==> src/rtl/excp_flush_ctrl_pkg.sv <==
// Shared types and constants for the exception / ertn / refetch flush controller.
package excp_flush_ctrl_pkg;

    // Controller sequencing states (2-bit encoding).
    typedef enum logic [1:0] {
        ST_IDLE  = 2'd0,
        ST_DRAIN = 2'd1,
        ST_FLUSH = 2'd2,
        ST_QUIET = 2'd3
    } state_t;

    // Codes driven on flush_kind.
    typedef enum logic [1:0] {
        KIND_NONE    = 2'd0,
        KIND_EXCP    = 2'd1,
        KIND_ERTN    = 2'd2,
        KIND_REFETCH = 2'd3
    } kind_t;

    // Number of cycles spent in QUIET after the flush pulse.
    localparam logic [1:0] QUIET_LEN = 2'd2;

    // Resolve simultaneous request bits: exception beats ertn beats refetch.
    function automatic kind_t pick_kind(input logic excp, input logic ertn, input logic refetch);
        if (excp)         return KIND_EXCP;
        else if (ertn)    return KIND_ERTN;
        else if (refetch) return KIND_REFETCH;
        else              return KIND_NONE;
    endfunction

    // Redirect PC for a resolved kind; refetch wraps modulo 2^32.
    function automatic logic [31:0] pick_target(input kind_t       kind,
                                                input logic        tlbrefill,
                                                input logic [31:0] pc,
                                                input logic [31:0] eentry,
                                                input logic [31:0] tlbrentry,
                                                input logic [31:0] era);
        case (kind)
            KIND_EXCP:    return tlbrefill ? tlbrentry : eentry;
            KIND_ERTN:    return era;
            KIND_REFETCH: return pc + 32'd4;
            default:      return 32'd0;
        endcase
    endfunction

endpackage

==> src/rtl/excp_flush_ctrl.sv <==
// Sequences a pipeline flush for exceptions, ertn and TLB-op refetches:
// waits for outstanding cache traffic, emits a one-cycle flush with the
// redirect target, then holds the pipeline quiet for a fixed window.
module excp_flush_ctrl
    import excp_flush_ctrl_pkg::*;
(
    input  logic        clk,
    input  logic        reset,
    input  logic        req_valid,
    input  logic        req_excp,
    input  logic        req_tlbrefill,
    input  logic        req_ertn,
    input  logic        req_refetch,
    input  logic [31:0] req_pc,
    input  logic [31:0] eentry,
    input  logic [31:0] tlbrentry,
    input  logic [31:0] era,
    input  logic        icache_busy,
    input  logic        dcache_busy,
    output logic        req_ready,
    output logic        stall,
    output logic        flush,
    output logic [31:0] flush_target,
    output logic [1:0]  flush_kind,
    output logic        excp_commit,
    output logic        ertn_commit
);

    state_t      state;
    logic [1:0]  quiet_cnt;
    kind_t       cap_kind;
    logic [31:0] cap_target;   // tlbrefill is folded in here at acceptance

    logic        any_req;
    logic        busy;
    logic        go_flush;
    kind_t       acc_kind;
    logic [31:0] acc_target;
    kind_t       src_kind;
    logic [31:0] src_target;

    // Decode the request and decide whether the next edge enters FLUSH.
    // NOTE: every signal assigned here is written on every path, so no latch is inferred.
    always_comb begin
        any_req    = req_valid & (req_excp | req_ertn | req_refetch);
        busy       = icache_busy | dcache_busy;
        acc_kind   = pick_kind(req_excp, req_ertn, req_refetch);
        acc_target = pick_target(acc_kind, req_tlbrefill, req_pc, eentry, tlbrentry, era);
        go_flush   = ((state == ST_IDLE) & any_req & ~busy) | ((state == ST_DRAIN) & ~busy);
        // A direct IDLE->FLUSH uses the live decode; DRAIN uses what was captured.
        src_kind   = (state == ST_IDLE) ? acc_kind   : cap_kind;
        src_target = (state == ST_IDLE) ? acc_target : cap_target;
    end

    assign req_ready = (state == ST_IDLE);

    // Stall is low in FLUSH so the flush itself can propagate; forced low in reset.
    assign stall = ~reset & ((state == ST_DRAIN) | (state == ST_QUIET) |
                             ((state == ST_IDLE) & any_req & busy));

    // Sequencer FSM with capture registers and registered flush/commit outputs.
    // NOTE: sequential state uses non-blocking assignments so every register samples pre-edge values.
    always_ff @(posedge clk or posedge reset) begin
        if (reset) begin
            state        <= ST_IDLE;
            quiet_cnt    <= 2'd0;
            cap_kind     <= KIND_NONE;
            cap_target   <= 32'd0;
            flush        <= 1'b0;
            flush_target <= 32'd0;
            flush_kind   <= KIND_NONE;
            excp_commit  <= 1'b0;
            ertn_commit  <= 1'b0;
        end else begin
            flush        <= go_flush;
            flush_target <= go_flush ? src_target : 32'd0;
            flush_kind   <= go_flush ? src_kind   : KIND_NONE;
            excp_commit  <= go_flush & (src_kind == KIND_EXCP);
            ertn_commit  <= go_flush & (src_kind == KIND_ERTN);

            case (state)
                ST_IDLE: begin
                    if (any_req) begin
                        cap_kind   <= acc_kind;
                        cap_target <= acc_target;
                        state      <= busy ? ST_DRAIN : ST_FLUSH;
                    end
                end
                ST_DRAIN: begin
                    if (!busy) state <= ST_FLUSH;
                end
                ST_FLUSH: begin
                    state     <= ST_QUIET;
                    quiet_cnt <= QUIET_LEN - 2'd1;
                end
                ST_QUIET: begin
                    if (quiet_cnt == 2'd0) state     <= ST_IDLE;
                    else                   quiet_cnt <= quiet_cnt - 2'd1;
                end
                default: state <= ST_IDLE;
            endcase
        end
    end

endmodule

==> config.mk <==
export PLATFORM = sky130hd
export DESIGN_NAME = excp_flush_ctrl
export DESIGN_NICKNAME = d
export VERILOG_FILES = /design/src/rtl/excp_flush_ctrl_pkg.sv /design/src/rtl/excp_flush_ctrl.sv
export SDC_FILE = /design/constraint.sdc
export NUM_CORES = 1
export LEC_CHECK = 0
export BUFFER_PORTS_ARGS = -buffer_cell sky130_fd_sc_hd__buf_2
export CAP_MARGIN = 20
export CORE_MARGIN = 2
export CORE_UTILIZATION = 40
export DETAILED_ROUTE_END_ITERATION = 10
export HOLD_SLACK_MARGIN = 0.03
export PLACE_DENSITY = 0.75
export SLEW_MARGIN = 20
export SYNTH_ARGS = -nofsm -noshare
export SYNTH_HDL_FRONTEND = slang
export SYNTH_SLANG_ARGS = --single-unit
==> constraint.sdc <==
create_clock -name clk -period 5.9 [get_ports clk]
set_input_delay 0 -clock clk [delete_from_list [all_inputs] [get_ports clk]]
set_output_delay 0 -clock clk [all_outputs]
set_load 0.05 [all_outputs]
# [Yosys cells after proc, flatten, opt, wreduce, memory -nomap -nowiden]
# Cells that the tools add are included.
[totals] reg_bits=75 in_bits=137 output_inout_bits=39 word_cells=61
[classes] n_addsub=2 eq_ne=12 muxes=16 n_bitwise=16 reduce_logical=6
[op_table] cell="32-bit two-way mux" count=3
[op_table] cell="32-bit one-hot mux with 3 select lines" count=1
[op_table] cell="32-bit by 3-bit adder with 32-bit output, second input constant" count=1
[op_table] cell="2-bit two-way mux" count=10
[op_table] cell="2-bit equality test, second input constant" count=5
[op_table] cell="1-bit AND" count=8
[op_table] cell="2-bit one-hot mux with 4 select lines" count=1
[op_table] cell="2-bit by 1-bit equality test with 1-bit output, second input constant" count=3
[op_table] cell="1-bit bitwise OR" count=6
[op_table] cell="2-bit logical NOT" count=2
[op_table] cell="2-bit by 1-bit != test with 1-bit output, second input constant" count=2
[op_table] cell="2-bit != test, second input constant" count=2
[op_table] cell="2-bit one-hot mux with 2 select lines" count=1
[op_table] cell="2-bit AND reduction" count=2
[op_table] cell="3-bit AND reduction" count=1
[op_table] cell="1-bit NOT" count=2
[op_table] cell="2-bit nonzero test" count=1
[op_table] cell="2-bit by 1-bit subtractor with 2-bit output, second input constant" count=1

# [Longest topological paths before layout]
[logic_depth] depth_word=7 ltp_mapped=10 depth_no_buf=8

# [Least setup slack after synthesis]
# OpenSTA, ideal clock, no wires.
[synth_path] path_type="register -> output" startpoint="reg state[0]" endpoint="out stall" t_arrival_ps=2364 required_time_ps=5900 path_slack_ps=3536 path_stages_with_launch=8 n_path_buf=1 cell_sequence="dfrtp_1 inv_1 ha_1 o31a_1 and2_1 buf_2 a211oi_1 nor2_1"
[synth_via] elab_chain_cells=5 elab_cells_between_ends=8 cone_classes="2 x eq/ne; 5 x bitwise; 1 x reduce/logical"
[synth_rtl] item="start, declared" line_no="excp_flush_ctrl.sv:29" source="state_t state;"
[synth_rtl] item="start signal, assigned" line_no="excp_flush_ctrl.sv:86" source="state <= busy ? ST_DRAIN : ST_FLUSH;"
[synth_rtl] item="2-bit logical NOT"
[synth_rtl] item="via req_ready" line_no="excp_flush_ctrl.sv:20" source="output logic req_ready,"
[synth_rtl] item="1-bit AND (2 in series)" line_no="excp_flush_ctrl.sv:59" source="((state == ST_IDLE) & any_req & busy));"
[synth_rtl] item="1-bit bitwise OR" line_no="excp_flush_ctrl.sv:58" source="assign stall = ~reset & ((state == ST_DRAIN) | (state == ST_QUIET) |"
[synth_rtl] item="1-bit AND" line_no="excp_flush_ctrl.sv:58"
[synth_rtl] item="end, declared" line_no="excp_flush_ctrl.sv:21" source="output logic stall,"
# The timed path passes the listed nets, and every way through them passes these cells.

# [Worst setup path after layout]
[layout_path] startpoint="reg state[0]" endpoint="out stall"
[layout_via] elab_chain_cells=5 elab_cells_between_ends=8 cone_classes="2 x eq/ne; 5 x bitwise; 1 x reduce/logical"
[layout_rtl] item="2-bit logical NOT" line_no="excp_flush_ctrl.sv:59"
[layout_rtl] item="1-bit AND (2 in series)" line_no="excp_flush_ctrl.sv:59"
[layout_rtl] item="1-bit bitwise OR (*)" line_no="excp_flush_ctrl.sv:58"
[layout_rtl] item="1-bit AND (*)" line_no="excp_flush_ctrl.sv:58"
# Mark *: on every way between the ends. The rest lies on a longest branch, timed or not.

==> impl_metrics.yaml <==
synth:
  ys.flop_type: "dfrtp_1"
  synth.yosys.seq_area_share: 0.397
  yosysWarningCount: 0
  ys_types: 55
  synthArstFlopShare: 1.00
  syn_nets: 677
  avgSynthCellArea_um2: 8.84
  syn_area_um2: 4720
  ys_ff_latch: 75
  syn_inst: 534
  synth_edf_count: 0
critical_path:
  cp_data_arrival_time_ps: 2740
  cp_max_fo: 35
  startpoint_type: "flop"
  critPathMaxStageDelay_ps: 520
  critPathSlowestCell: "o31a_1"
  ff2ff_path_depth: 6
  path_cells: "inv_1 > ha_1 > o31a_1 > and2_1 > buf_4 > a211oi_1 > nor2_1 > buf_2"
  path_class: "flop to output port"
  worstPathRequired_ps: 5900
  cp-end-kind: "output port"
finish:
  finalInstanceArea_um2: 5980
  n_antenna_cell: 0
  num-nets-final: 831
  drive_above_1_share: 0.342
  area_growth_pct: 26.7
grt:
  grt.overflow.total: 0
  grt_usage: 0.230
  antenna_found_initial: 0
  grt_pass1_wl_mm: 23.4
  grt_max_degree: 76
  grt_pass1_vias: 4688
pwr:
  pwr-share-seq: 0.354
  peakVddDrop_mv: 0.256
  clockPowerShare: 0.272
  p_per_area_nw_per_um2: 356
  netSwitchingFraction: 0.382
  pwr-share-comb: 0.374
  leakage_nw: 2.87
  p_int_mw: 1.32
  p_sw_mw: 0.815
drt:
  drc: 0
  drt_iter0_markers: 305
  routed_via_density: 5.76
  wl_mm: 14.6
  firstDrtPassIters: 7
  antenna_left: 0
  post_drt_wl_per_cell_um: 17.5
  dr_total_vias: 4809
sta:
  max_freq_mhz: 365
  finalCritPeriodShare: 0.464
  fin_skew_ps: 7.61
  rsz0062_at_grt: "no"
  slew_violations: 0
  relSlewSlack: 0.336
  fin_tns_setup_ps: 0
  fin_crit_ps: 2740
  worstMarginPinSlew_ps: 994
  setup_viol: 0
  hold_viol: 0
clock_tree:
  clk_latency_ps: 330
  postCtsSetupRepairBufs: 0
  clock_tree.buffer_depth: 2
  cts_resized: 0
  numCtsBuffers: 9
  root_buffer: "clkbuf_16"
  clkTransAtPathRegs_ps: 60
  cts.sinks: 75
  cts-htree-levels: 3
  cts_tree: "yes"
run_status:
  status: "completed"
placed_design:
  place_congestion: 0.841
  dpl.hpwl_mm: 10.7
  place.port_buffers: 175
  place_area_um2: 5650
run:
  maxCapViolCount: 0
die:
  ioPinCount: 176
  chipWidth_um: 113
  placementRows: 39
  dieHeight_um: 113
  die-area_um2: 12700
  coreArea_um2: 11500
  initial_core_util: 0.412
min_path:
  hold_class: "primary input to flop"
  min_path_cells: 3
-- cells in the mapped netlist, types with 3 or more instances --
cell type / instances / area share
mux2i_1: 13 / 0.028
nor2b_1: 3 / 0.0040
a21oi_1: 30 / 0.032
nand2_1: 60 / 0.048
nand4_1: 13 / 0.017
nor3_1: 8 / 0.0085
o21ai_0: 45 / 0.048
nor4_1: 5 / 0.0066
ha_1: 6 / 0.016
nand3_1: 16 / 0.017
xnor2_1: 5 / 0.0093
dfrtp_1: 75 / 0.40
a22o_1: 14 / 0.026
and4_1: 4 / 0.0074
nor2_1: 41 / 0.033
inv_1: 13 / 0.010
o31ai_1: 6 / 0.0095
a21o_1: 3 / 0.0048
a22oi_1: 19 / 0.030
a2bb2oi_1: 3 / 0.0056
and2_1: 9 / 0.012
clkbuf_1: 24 / 0.019
or4_1: 9 / 0.014
mux2_2: 29 / 0.069
xor2_1: 4 / 0.0074
a221oi_1: 5 / 0.0093
buf_2: 11 / 0.012
or3_1: 7 / 0.0093
a31oi_1: 16 / 0.021
-- power groups by stage --
stage          combinational, mW  sequential (mW)  clock (mW)
3_5_place_dp               0.788            0.760           0
5_1_grt                    0.880            0.774       0.606
6_report                   0.798            0.754       0.580
3_3_place_gp               0.755            0.753           0
4_1_cts                    0.800            0.753       0.587
2_1_floorplan              0.489            0.842           0
-- area by class of cell --
cell class                      count  area (µm²)
Clock inverter                      5        77.6
Inverter                           14        52.6
Clock buffer                       10         239
Sequential cell                    75        1880
Multi-Input combinational cell    406        2630
Fill cell                        1056        5490
Tap cell                          143         179
Timing Repair Buffer              182         931
-- registers in the layout, indices dropped and copies added (netlist names) --
register and count:
flush_target 32, flush 1, flush_kind 2, cap_kind 2, quiet_cnt 2, ertn_commit 1
state 2, excp_commit 1, cap_target 32
-- logic make-up (layout without fill, tap and decap cells) --
logic type               count (synthesis)  in the layout  synth area share
multiplexers                            42             42            0.0967
AND/OR/NAND/NOR                        185            185             0.196
buffers and inverters                   53            211            0.0482
adder cells (fa/ha/maj)                  6              6            0.0159
XOR/XNOR                                 9              9            0.0167
AO/OA/AOI/OAI                          164            164             0.229
flip-flops                              75             75             0.397
-- worst max-delay path, delay by kind of cell (launching register included) --
family,cells,cell delay (ps)
AO/OA/AOI/OAI,2,670
adder cells (fa/ha/maj),1,180
buffers and inverters,3,760
flip-flops,1,410
AND/OR/NAND/NOR,2,390
-- final timing paths --
check	from	endpoint	slack, ps
max	state[0]	stall	3160
min	era[29]	flush_target[29]	50
max reg2reg	state[0]	cap_target[14]	3370
min reg2reg	cap_target[21]	cap_target[21]	470
max in group asynchronous	reset	cap_target[6]	4780
min in group asynchronous	reset	ertn_commit	510
-- per-stage QoR --
| stage | std cells | utilization | power [mW] | hold WS (ps) | setup WS (ps) |
|---|---|---|---|---|---|
| after floorplan | 534 | - | 1.33 | 176 | 3540 |
| after global placement | 819 | 0.493 | 1.51 | 332 | 3560 |
| after detailed placement | 819 | 0.493 | 1.55 | 330 | 3410 |
| after CTS | 835 | 0.522 | 2.14 | 45.9 | 3170 |
| after global routing | 835 | 0.522 | 2.26 | 52.1 | 2930 |
| final | 835 | 0.522 | 2.13 | 48.7 | 3160 |
-- layer usage --
layer / GRT usage / up-vias / wire (µm) / part of all wire
li1: - / 2288 / - / -
met1: 0.312 / 2308 / 6380 / 0.44
met2: 0.381 / 198 / 7090 / 0.49
met3: 0.0416 / 15 / 953 / 0.065
met4: 0.0577 / 0 / 173 / 0.012
met5: 0 / - / 0 / 0
-- cells in the final DEF, fill, tap and decap left out, drive strengths merged, types with 4 or more instances in the layout --
cell type / synthesis / layout
inv: 14 / 14
xnor2: 5 / 5
mux2i: 13 / 13
dfrtp: 75 / 75
xor2: 4 / 4
o31ai: 6 / 6
a31oi: 16 / 16
buf: 15 / 181
o21ai: 49 / 49
a22o: 14 / 14
a22oi: 19 / 19
nand2: 61 / 61
or3: 7 / 7
nor3: 8 / 8
or4: 9 / 9
nand4: 13 / 13
and2: 9 / 9
nor2: 41 / 41
a21oi: 31 / 31
a221oi: 5 / 5
ha: 6 / 6
clkbuf: 24 / 10
nor4: 6 / 6
nand3: 17 / 17
mux2: 29 / 29
and4: 4 / 4
-- what timing repair did --
item / in CTS / in global routing
endpoints found under the setup margin: 0 / 0
hold buffers: 1 / 0
hold endpoints to repair: 75 / 0
(Power assumes the default switching activity.)
